$ cat src/rtl/pipe_multiplier.sv
// pipe_multiplier: three-stage pipelined WIDTH x WIDTH integer multiplier.
//   Stage 1 (PP)  : AND partial-product array (Baugh-Wooley inversion when signed)
//   Stage 2 (RED) : full-adder carry-save compression down to two rows a, b
//   Stage 3 (ADD) : Sklansky parallel-prefix sum a + b -> out_prod
// A single global advance (!out_valid || out_ready) shifts all stages together.
// Build option: define PIPE_MULT_SIGNED_EN to honour in_signed per operation;
// without it every operation is unsigned and in_signed is ignored.
// Ports:
//   clk, rst_n            clock, synchronous active-low reset
//   in_valid/in_ready     operand handshake (in_ready depends on out_* only)
//   in_x, in_y            operands (WIDTH bits)
//   in_signed             two's-complement select
//   in_tag                side-band tag returned with the product
//   out_valid/out_ready   result handshake
//   out_prod              2*WIDTH-bit product
//   out_tag               tag of out_prod
module pipe_multiplier #(
  parameter int unsigned WIDTH = 4,
  parameter int unsigned TAG_W = 4
) (
  input  logic                 clk,
  input  logic                 rst_n,
  input  logic                 in_valid,
  output logic                 in_ready,
  input  logic [WIDTH-1:0]     in_x,
  input  logic [WIDTH-1:0]     in_y,
  input  logic                 in_signed,
  input  logic [TAG_W-1:0]     in_tag,
  output logic                 out_valid,
  input  logic                 out_ready,
  output logic [2*WIDTH-1:0]   out_prod,
  output logic [TAG_W-1:0]     out_tag
);

  localparam int unsigned PW  = 2 * WIDTH;
  localparam int unsigned LVL = $clog2(PW);

`ifdef PIPE_MULT_SIGNED_EN
  localparam bit SIGNED_EN = 1'b1;
`else
  localparam bit SIGNED_EN = 1'b0;
`endif

  logic             advance;
  logic             sgn_in;
  logic [WIDTH-1:0] pp_c [WIDTH];

  logic             s1_valid;
  logic             s1_sgn;
  logic [WIDTH-1:0] s1_pp [WIDTH];
  logic [TAG_W-1:0] s1_tag;

  logic             s2_valid;
  logic [PW-1:0]    s2_a;
  logic [PW-1:0]    s2_b;
  logic [TAG_W-1:0] s2_tag;

  logic [PW-1:0]    red_a_c;
  logic [PW-1:0]    red_b_c;
  logic [PW-1:0]    sum_c;

  // Whole pipe moves as one; bubbles are kept, never collapsed.
  assign advance  = !out_valid || out_ready;
  assign in_ready = advance;
  assign sgn_in   = in_signed & SIGNED_EN;

  // Partial products: row i is in_y[i] AND in_x. Signed mode inverts every
  // term that involves exactly one operand MSB (Baugh-Wooley).
  always_comb begin
    for (int i = 0; i < int'(WIDTH); i++) begin
      for (int j = 0; j < int'(WIDTH); j++) begin
        pp_c[i][j] = (in_x[j] & in_y[i]) ^
                     (sgn_in & ((i == int'(WIDTH) - 1) != (j == int'(WIDTH) - 1)));
      end
    end
  end

  // Carry-save compression of the shifted rows plus the Baugh-Wooley
  // correction row (+2^WIDTH + 2^(2*WIDTH-1)); carries out of the top bit
  // are dropped since the result is modulo 2^(2*WIDTH).
  always_comb begin
    logic [PW-1:0] row;
    logic [PW-1:0] s;
    logic [PW-1:0] c;
    logic [PW-1:0] t;
    s = PW'(s1_pp[0]);
    c = PW'(s1_pp[1]) << 1;
    for (int k = 2; k < int'(WIDTH); k++) begin
      row = PW'(s1_pp[k]) << k;
      t   = s ^ c ^ row;
      c   = ((s & c) | (s & row) | (c & row)) << 1;
      s   = t;
    end
    row            = '0;
    row[WIDTH]     = s1_sgn;
    row[PW-1]      = s1_sgn;
    t              = s ^ c ^ row;
    c              = ((s & c) | (s & row) | (c & row)) << 1;
    s              = t;
    red_a_c        = s;
    red_b_c        = c;
  end

  // Sklansky prefix adder. At level l every bit with index bit l set merges
  // with the top bit of the preceding 2^l block. Cells whose group reaches
  // bit 0 only need the generate term (grey); the propagate is carried along.
  always_comb begin
    logic [PW-1:0] g [LVL+1];
    logic [PW-1:0] p [LVL+1];
    int            j;
    g[0] = s2_a & s2_b;
    p[0] = s2_a ^ s2_b;
    for (int l = 0; l < int'(LVL); l++) begin
      g[l+1] = g[l];
      p[l+1] = p[l];
      for (int i = 0; i < int'(PW); i++) begin
        if (((i >> l) & 1) == 1) begin
          j         = ((i >> l) << l) - 1;
          g[l+1][i] = g[l][i] | (p[l][i] & g[l][j]);
          p[l+1][i] = p[l][i] & p[l][j];
        end
      end
    end
    sum_c[0] = p[0][0];
    for (int i = 1; i < int'(PW); i++) begin
      sum_c[i] = p[0][i] ^ g[LVL][i-1];
    end
  end

  // Stage registers; reset discards everything in flight.
  always_ff @(posedge clk) begin
    if (!rst_n) begin
      s1_valid  <= 1'b0;
      s1_sgn    <= 1'b0;
      s1_pp     <= '{default: '0};
      s1_tag    <= '0;
      s2_valid  <= 1'b0;
      s2_a      <= '0;
      s2_b      <= '0;
      s2_tag    <= '0;
      out_valid <= 1'b0;
      out_prod  <= '0;
      out_tag   <= '0;
    end else if (advance) begin
      s1_valid  <= in_valid;
      s1_sgn    <= sgn_in;
      s1_pp     <= pp_c;
      s1_tag    <= in_tag;
      s2_valid  <= s1_valid;
      s2_a      <= red_a_c;
      s2_b      <= red_b_c;
      s2_tag    <= s1_tag;
      out_valid <= s2_valid;
      out_prod  <= sum_c;
      out_tag   <= s2_tag;
    end
  end

endmodule

$ cat config.mk
export PLATFORM = sky130hd
export DESIGN_NAME = pipe_multiplier
export DESIGN_NICKNAME = d
export VERILOG_FILES = /design/src/rtl/pipe_multiplier.sv
export SDC_FILE = /design/constraint.sdc
export NUM_CORES = 1
export LEC_CHECK = 0
export ABC_CLOCK_PERIOD_IN_PS = 2300
export BUFFER_PORTS_ARGS = -buffer_cell sky130_fd_sc_hd__buf_2
export CAP_MARGIN = 20
export CORE_MARGIN = 5
export CORE_UTILIZATION = 25
export CTS_CLUSTER_DIAMETER = 60
export DETAILED_ROUTE_END_ITERATION = 7
export PLACE_DENSITY_LB_ADDON = 0.3
export SYNTH_ARGS = -nofsm -noshare
export SYNTH_HDL_FRONTEND = slang
export SYNTH_SLANG_ARGS = --single-unit
$ cat constraint.sdc
create_clock -name clk -period 2.3 [get_ports clk]
set_clock_uncertainty 0.1 [all_clocks]
set_input_delay 0.115 -clock clk [delete_from_list [all_inputs] [get_ports clk]]
set_output_delay 0.115 -clock clk [all_outputs]
set_load 0.01 [all_outputs]
==> flow_summary.toml, run 1 <==
[outcome]
status = "finished, final reports clean"

[yosys]
yosys_warnings = 0
ys_types = 19
netlist_instances = 244
ys_seq_area_share_pct = 44.2
synth_area_mm2 = 0.00227
synth-seq-cells = 50
syn_area_per_cell_um2 = 9.29
synth_fp_nets = 276

[placed_design]
globalplace.congestion = 0.674
dp_hpwl_um = 2740
io_buffer_count = 29

[clock_tree]
root_buffer = "clkbuf_8"
cts_tree = "built"
ctsHoldBuffers = 7
cts.path.max_buffers = 2
post_cts_resize_count = 0
clkLatencyLatePin_ns = 0.30
cts_setup_buffers = 0
clock-sinks = 50
cts_buffers = 5
clkTransAtPathRegs_ns = 0.08
htree_num_levels = 2

[worst_setup_path]
ff2ff_setup_slack_ns = 0.23
crit_chain = "fa_1 > inv_1 > fa_1 > inv_1 > ha_1 > nand2_1 > a21boi_0"
cp-start-kind = "register"
crit_path_top_delay_cell = "fa_1"
cp_data_required_time_ns = 2.43
path_class = "reg2reg"
cp.arrival_ns = 2.20
cp_num_buf_inv = 2
path_delay_family = "adder cells"
cp_max_fo = 2
endpoint_kind = "register"
critPathMaxStageDelay_ns = 0.53

[layout]
register_area_mm2 = 0.00100
postLayoutCoreUtil_pct = 29.6
layout_common_cells = "nand2_1 (80), dfxtp_1 (50), buf_2 (29), a21boi_0 (21), nand3_1 (18)"
diodes = 0
layout_commonest_cell = "nand2_1"
multiInputGateArea_mm2 = 0.00106
layout-drive-gt1-share_pct = 18.6
fillerInstances = 960
area_growth_pct = 14.6
nets = 305

[power_and_ir_drop]
power.total_uw = 1670
p_per_area_mw_per_mm2 = 642
power.leakage_uw = 0.00108
p_comb_share_pct = 9.5
p_switching_uw = 383
internal-power_uw = 1280
ir_drop_v = 0.000264
p_clk_share_pct = 35.0
swShare_pct = 23.0
seqPwrFrac_pct = 55.5

[timing]
fin_crit_sh_pct = 89.9
slew_headroom_pct = 50.7
maxClockFrequency_mhz = 484
finalCriticalPeriod_ns = 2.07
setup_viol = 0
rsz0062_at_grt = "false"
hold_viol_final = 0
finalSetupTns_ns = 0
maxSlewViolCount = 0
worst_slew_pin_slew_ns = 0.740

[floorplanning]
start_util_pct = 25.9
die_h_um = 105
num_rows = 34
die_x_um = 105
core-area_mm2 = 0.00876
ios = 31
die_area_mm2 = 0.0111

[routing]
wl_um = 4160
wl_per_cell_um = 10.9
drcViolationCount = 0
viasPerCell = 4.24
vias = 1621
first_pass_iters = 4
route.antenna.remaining_nets = 0
drt_iter0_drc = 57

[grt]
use_met2_pct = 12.4
grt_max_degree = 52
grt-busiest-layer = "met2"
grtUsageTotal_pct = 8.22
grtUsageMet1_pct = 10.9
grt_pass1_vias = 1624
grt_overflow = 0
grt_pass1_wl_um = 7530
antenna_found_initial = 0
global_route.usage.met3_pct = 2.47

[hold_path]
min_path_type = "in2reg"

[run]
max_cap_viol_count = 0
[power groups by stage]
stage	Combinational, µW	Clock [µW]	Sequential [µW]
6_report	159	583	926
5_1_grt	187	646	932
4_1_cts	163	614	926
3_5_place_dp	153	0	947
3_3_place_gp	152	0	946
2_1_floorplan	105	0	947
[metrics by stage]
stage          cell area [µm²]  hold slack (ns)  cells  worst slack, ns
3_3_place_gp              2420            0.271    367            0.246
6_report                  2600          0.00809    382            0.232
3_5_place_dp              2420            0.283    367            0.238
2_1_floorplan             2270            0.162    244            0.299
5_1_grt                   2600          0.00819    382           0.0529
4_1_cts                   2600         0.000354    382            0.221
[cells in the mapped netlist]
master	count	area share (%)
buf_12	1	0.88
fa_1	7	6.2
buf_8	1	0.66
ha_1	8	4.4
buf_6	6	3.0
a21boi_0	21	7.0
clkbuf_1	5	0.83
nand2_1	80	13
o21a_1	1	0.33
o211a_1	1	0.44
xnor2_1	1	0.39
a21boi_1	16	5.3
a21boi_2	10	5.0
inv_8	1	0.50
nand3_1	18	4.0
nor2b_4	1	0.61
buf_4	3	0.99
inv_1	13	2.2
dfxtp_1	50	44
[flip-flops by register name, summed over array words and instances, names as in the netlist]
register,cells
out_tag,4
s2_b,4
s1_tag,4
out_valid,1
s2_valid,1
out_prod,8
s2_tag,4
s1_pp,16
s1_valid,1
s2_a,7
[path summary, 6_finish.rpt]
path	startpoint	end	depth (start not counted)
worst min register to register	s1_pp[0]	s1_pp[0]	2
worst min-delay path	in_x[1]	s1_pp[1]	3
worst max register to register	s1_pp[5]	s2_a[3]	7
worst max-delay path	s1_pp[5]	s2_a[3]	7
[logic make-up (layout without fill, tap and decap cells)]
group,after synthesis,count (layout),synth area share [%]
AND/OR/NAND/NOR,99,99,17.8
flip-flops,50,50,44.2
adder cells (fa/ha/maj),15,15,10.6
XOR/XNOR,1,1,0.387
buffers and inverters,30,60,9.00
AO/OA/AOI/OAI,49,49,18.0
[worst register-to-register path: cells and delay by family (launching register included)]
| family | cells | cell delay, ns |
|---|---|---|
| AO/OA/AOI/OAI | 1 | 0.15 |
| adder cells (fa/ha/maj) | 3 | 1.28 |
| buffers and inverters | 2 | 0.09 |
| flip-flops | 1 | 0.34 |
| AND/OR/NAND/NOR | 1 | 0.04 |
[area by class of cell]
type                       instances  share of cell area, %
multi-input combinational        164                   40.8
sequential                        50                   38.5
timing repair buffer              38                   8.86
tap                              108                   5.20
clock buffer                       8                   4.24
inverter                          14                   2.31
[metal layers]
| layer | share of wire [%] | up-vias |
|---|---|---|
| met5 | 0 | - |
| met4 | 1.8 | 0 |
| met3 | 5.4 | 8 |
| met2 | 41 | 31 |
| met1 | 52 | 741 |
| li1 | - | 841 |
Note: power is estimated with default switching activity, not from simulation.
==> run 2: changes to the inputs <==
- BUFFER_PORTS_ARGS: -buffer_cell sky130_fd_sc_hd__buf_2 -> -buffer_cell sky130_fd_sc_hd__buf_4
==> run 2 against run 1 <==
Critical path depth unchanged; core utilization up 1.4 points; maximum frequency down 0.56%; critical path type unchanged; critical endpoint unchanged.
==> flow_summary.toml, run 2 (synthesized netlist as in run 1, its figures left out) <==
[worst_setup_path]
cp.arrival_ns = 2.21
cp_num_buf_inv = 2
crit_path_top_delay_cell = "fa_1"
crit_chain = "fa_1 > inv_1 > fa_1 > inv_1 > ha_1 > nand2_1 > a21boi_0"
path_delay_family = "adder cells"
endpoint_kind = "register"
cp-start-kind = "register"
cp_data_required_time_ns = 2.44
critPathMaxStageDelay_ns = 0.53
cp_max_fo = 2
path_class = "reg2reg"

[grt]
grt_pass1_vias = 1642
grt_pass1_wl_um = 7840
antenna_found_initial = 0
grt_max_degree = 52
grtUsageTotal_pct = 8.57
grt_overflow = 0

[timing]
final.setup.worst_slack_ns = 0.221
maxSlewViolCount = 0
worst_slew_pin_slew_ns = 0.427
finalCriticalPeriod_ns = 2.08
slew_headroom_pct = 71.5
maxClockFrequency_mhz = 481
setup_viol = 0
holdWs_ns = 0.00675
finalSetupTns_ns = 0
hold_viol_final = 0
fin_crit_sh_pct = 90.4
rsz0062_at_grt = "false"

[floorplanning]
die_area_mm2 = 0.0111
die_h_um = 105
core-area_mm2 = 0.00876
start_util_pct = 25.9
ios = 31
die_x_um = 105
num_rows = 34

[routing]
route.antenna.remaining_nets = 0
vias = 1626
viasPerCell = 4.20
first_pass_iters = 4
routed-wl-met3_um = 271
wl_per_cell_um = 11.2
drcViolationCount = 0
met2WireLength_um = 1730
drt_iter0_drc = 114
wl_met1_um = 2290
top_layer_used = "met4"
wl_um = 4330

[clock_tree]
root_buffer = "clkbuf_8"
cts_tree = "built"
htree_num_levels = 2
clkLatencyLatePin_ns = 0.31
cts_buffers = 5
clock-sinks = 50
cts.path.max_buffers = 2
clkTransAtPathRegs_ns = 0.09
cts_setup_buffers = 0
ctsHoldBuffers = 10
post_cts_resize_count = 0

[layout]
largest_register_ffs = 16
layout.cells.non_filler = 387
register_area_mm2 = 0.00100
multiInputGateArea_mm2 = 0.00106
layout_common_cells = "nand2_1 (80), dfxtp_1 (50), buf_4 (31), a21boi_0 (21), nand3_1 (18)"
fillerInstances = 941
area_growth_pct = 19.9
diodes = 0
layout-drive-gt1-share_pct = 17.6
nets = 310
regMostFlops = "s1_pp"
reg_top3 = "s1_pp x16, out_prod x8, s2_a x7"
layout_commonest_cell = "nand2_1"

[placed_design]
globalplace.congestion = 0.680
io_buffer_count = 29
dp_slack_ns = 0.238
place_inst = 367
dp_hpwl_um = 2830

[run]
max_cap_viol_count = 0

[outcome]
status = "finished, final reports clean"

[hold_path]
min_path_type = "in2reg"

[power_and_ir_drop]
power.total_uw = 1720
p_per_area_mw_per_mm2 = 632
ir_drop_v = 0.000221
power.leakage_uw = 0.00110
## run 2: cell count changes in the layout (fill, tap and decap cells not counted)
cell | previous run | this run
buf_2 | 29 | 0
buf_4 | 2 | 31
dlygate4sd3_1 | 7 | 12
clkbuf_8 | 8 | 5
clkbuf_1 | 0 | 2
bufinv_16 | 0 | 1
## run 2: final cells by class
class / count / share of cell area (%)
multi-input combinational: 164 / 39.1
sequential: 50 / 36.8
timing repair buffer: 43 / 13.0
tap: 108 / 4.97
clock buffer: 7 / 2.81
inverter: 14 / 2.21
clock inverter: 1 / 1.11
## run 2: where the power goes
part | internal, µW | switching [µW]
registers | 905 | 21.5
clock network | 326 | 287
logic | 92.5 | 84.5
total | 1320 | 393
## run 2: metal layers
metal	vias to the layer above	global-route usage, %
met5	-	0
met4	0	2.19
met3	4	3.39
met2	29	12.0
met1	742	12.2
li1	851	-
## run 2: path summary, 6_finish.rpt
| check | startpoint | to | slack (ns) | depth (start not counted) |
|---|---|---|---|---|
| hold reg to reg | s1_pp[12] | s1_pp[12] | 0.36 | 2 |
| hold / removal | in_y[3] | s1_pp[2] | 0.007 | 3 |
| setup reg to reg | s1_pp[5] | s2_a[3] | 0.22 | 7 |
| setup / recovery | s1_pp[5] | s2_a[3] | 0.22 | 7 |
## run 2: worst min-delay path, cell delays in order
cell and delay (ns):
buf_4 0.13, nand3_1 0.08, a21boi_1 0.06
## run 2: per-stage QoR
stage               util (%)  area (µm²)
floorplan                  -        2270
global placement        28.4        2490
detailed placement      28.4        2490
CTS                     30.8        2700
global route            31.0        2720
finish                  31.0        2720
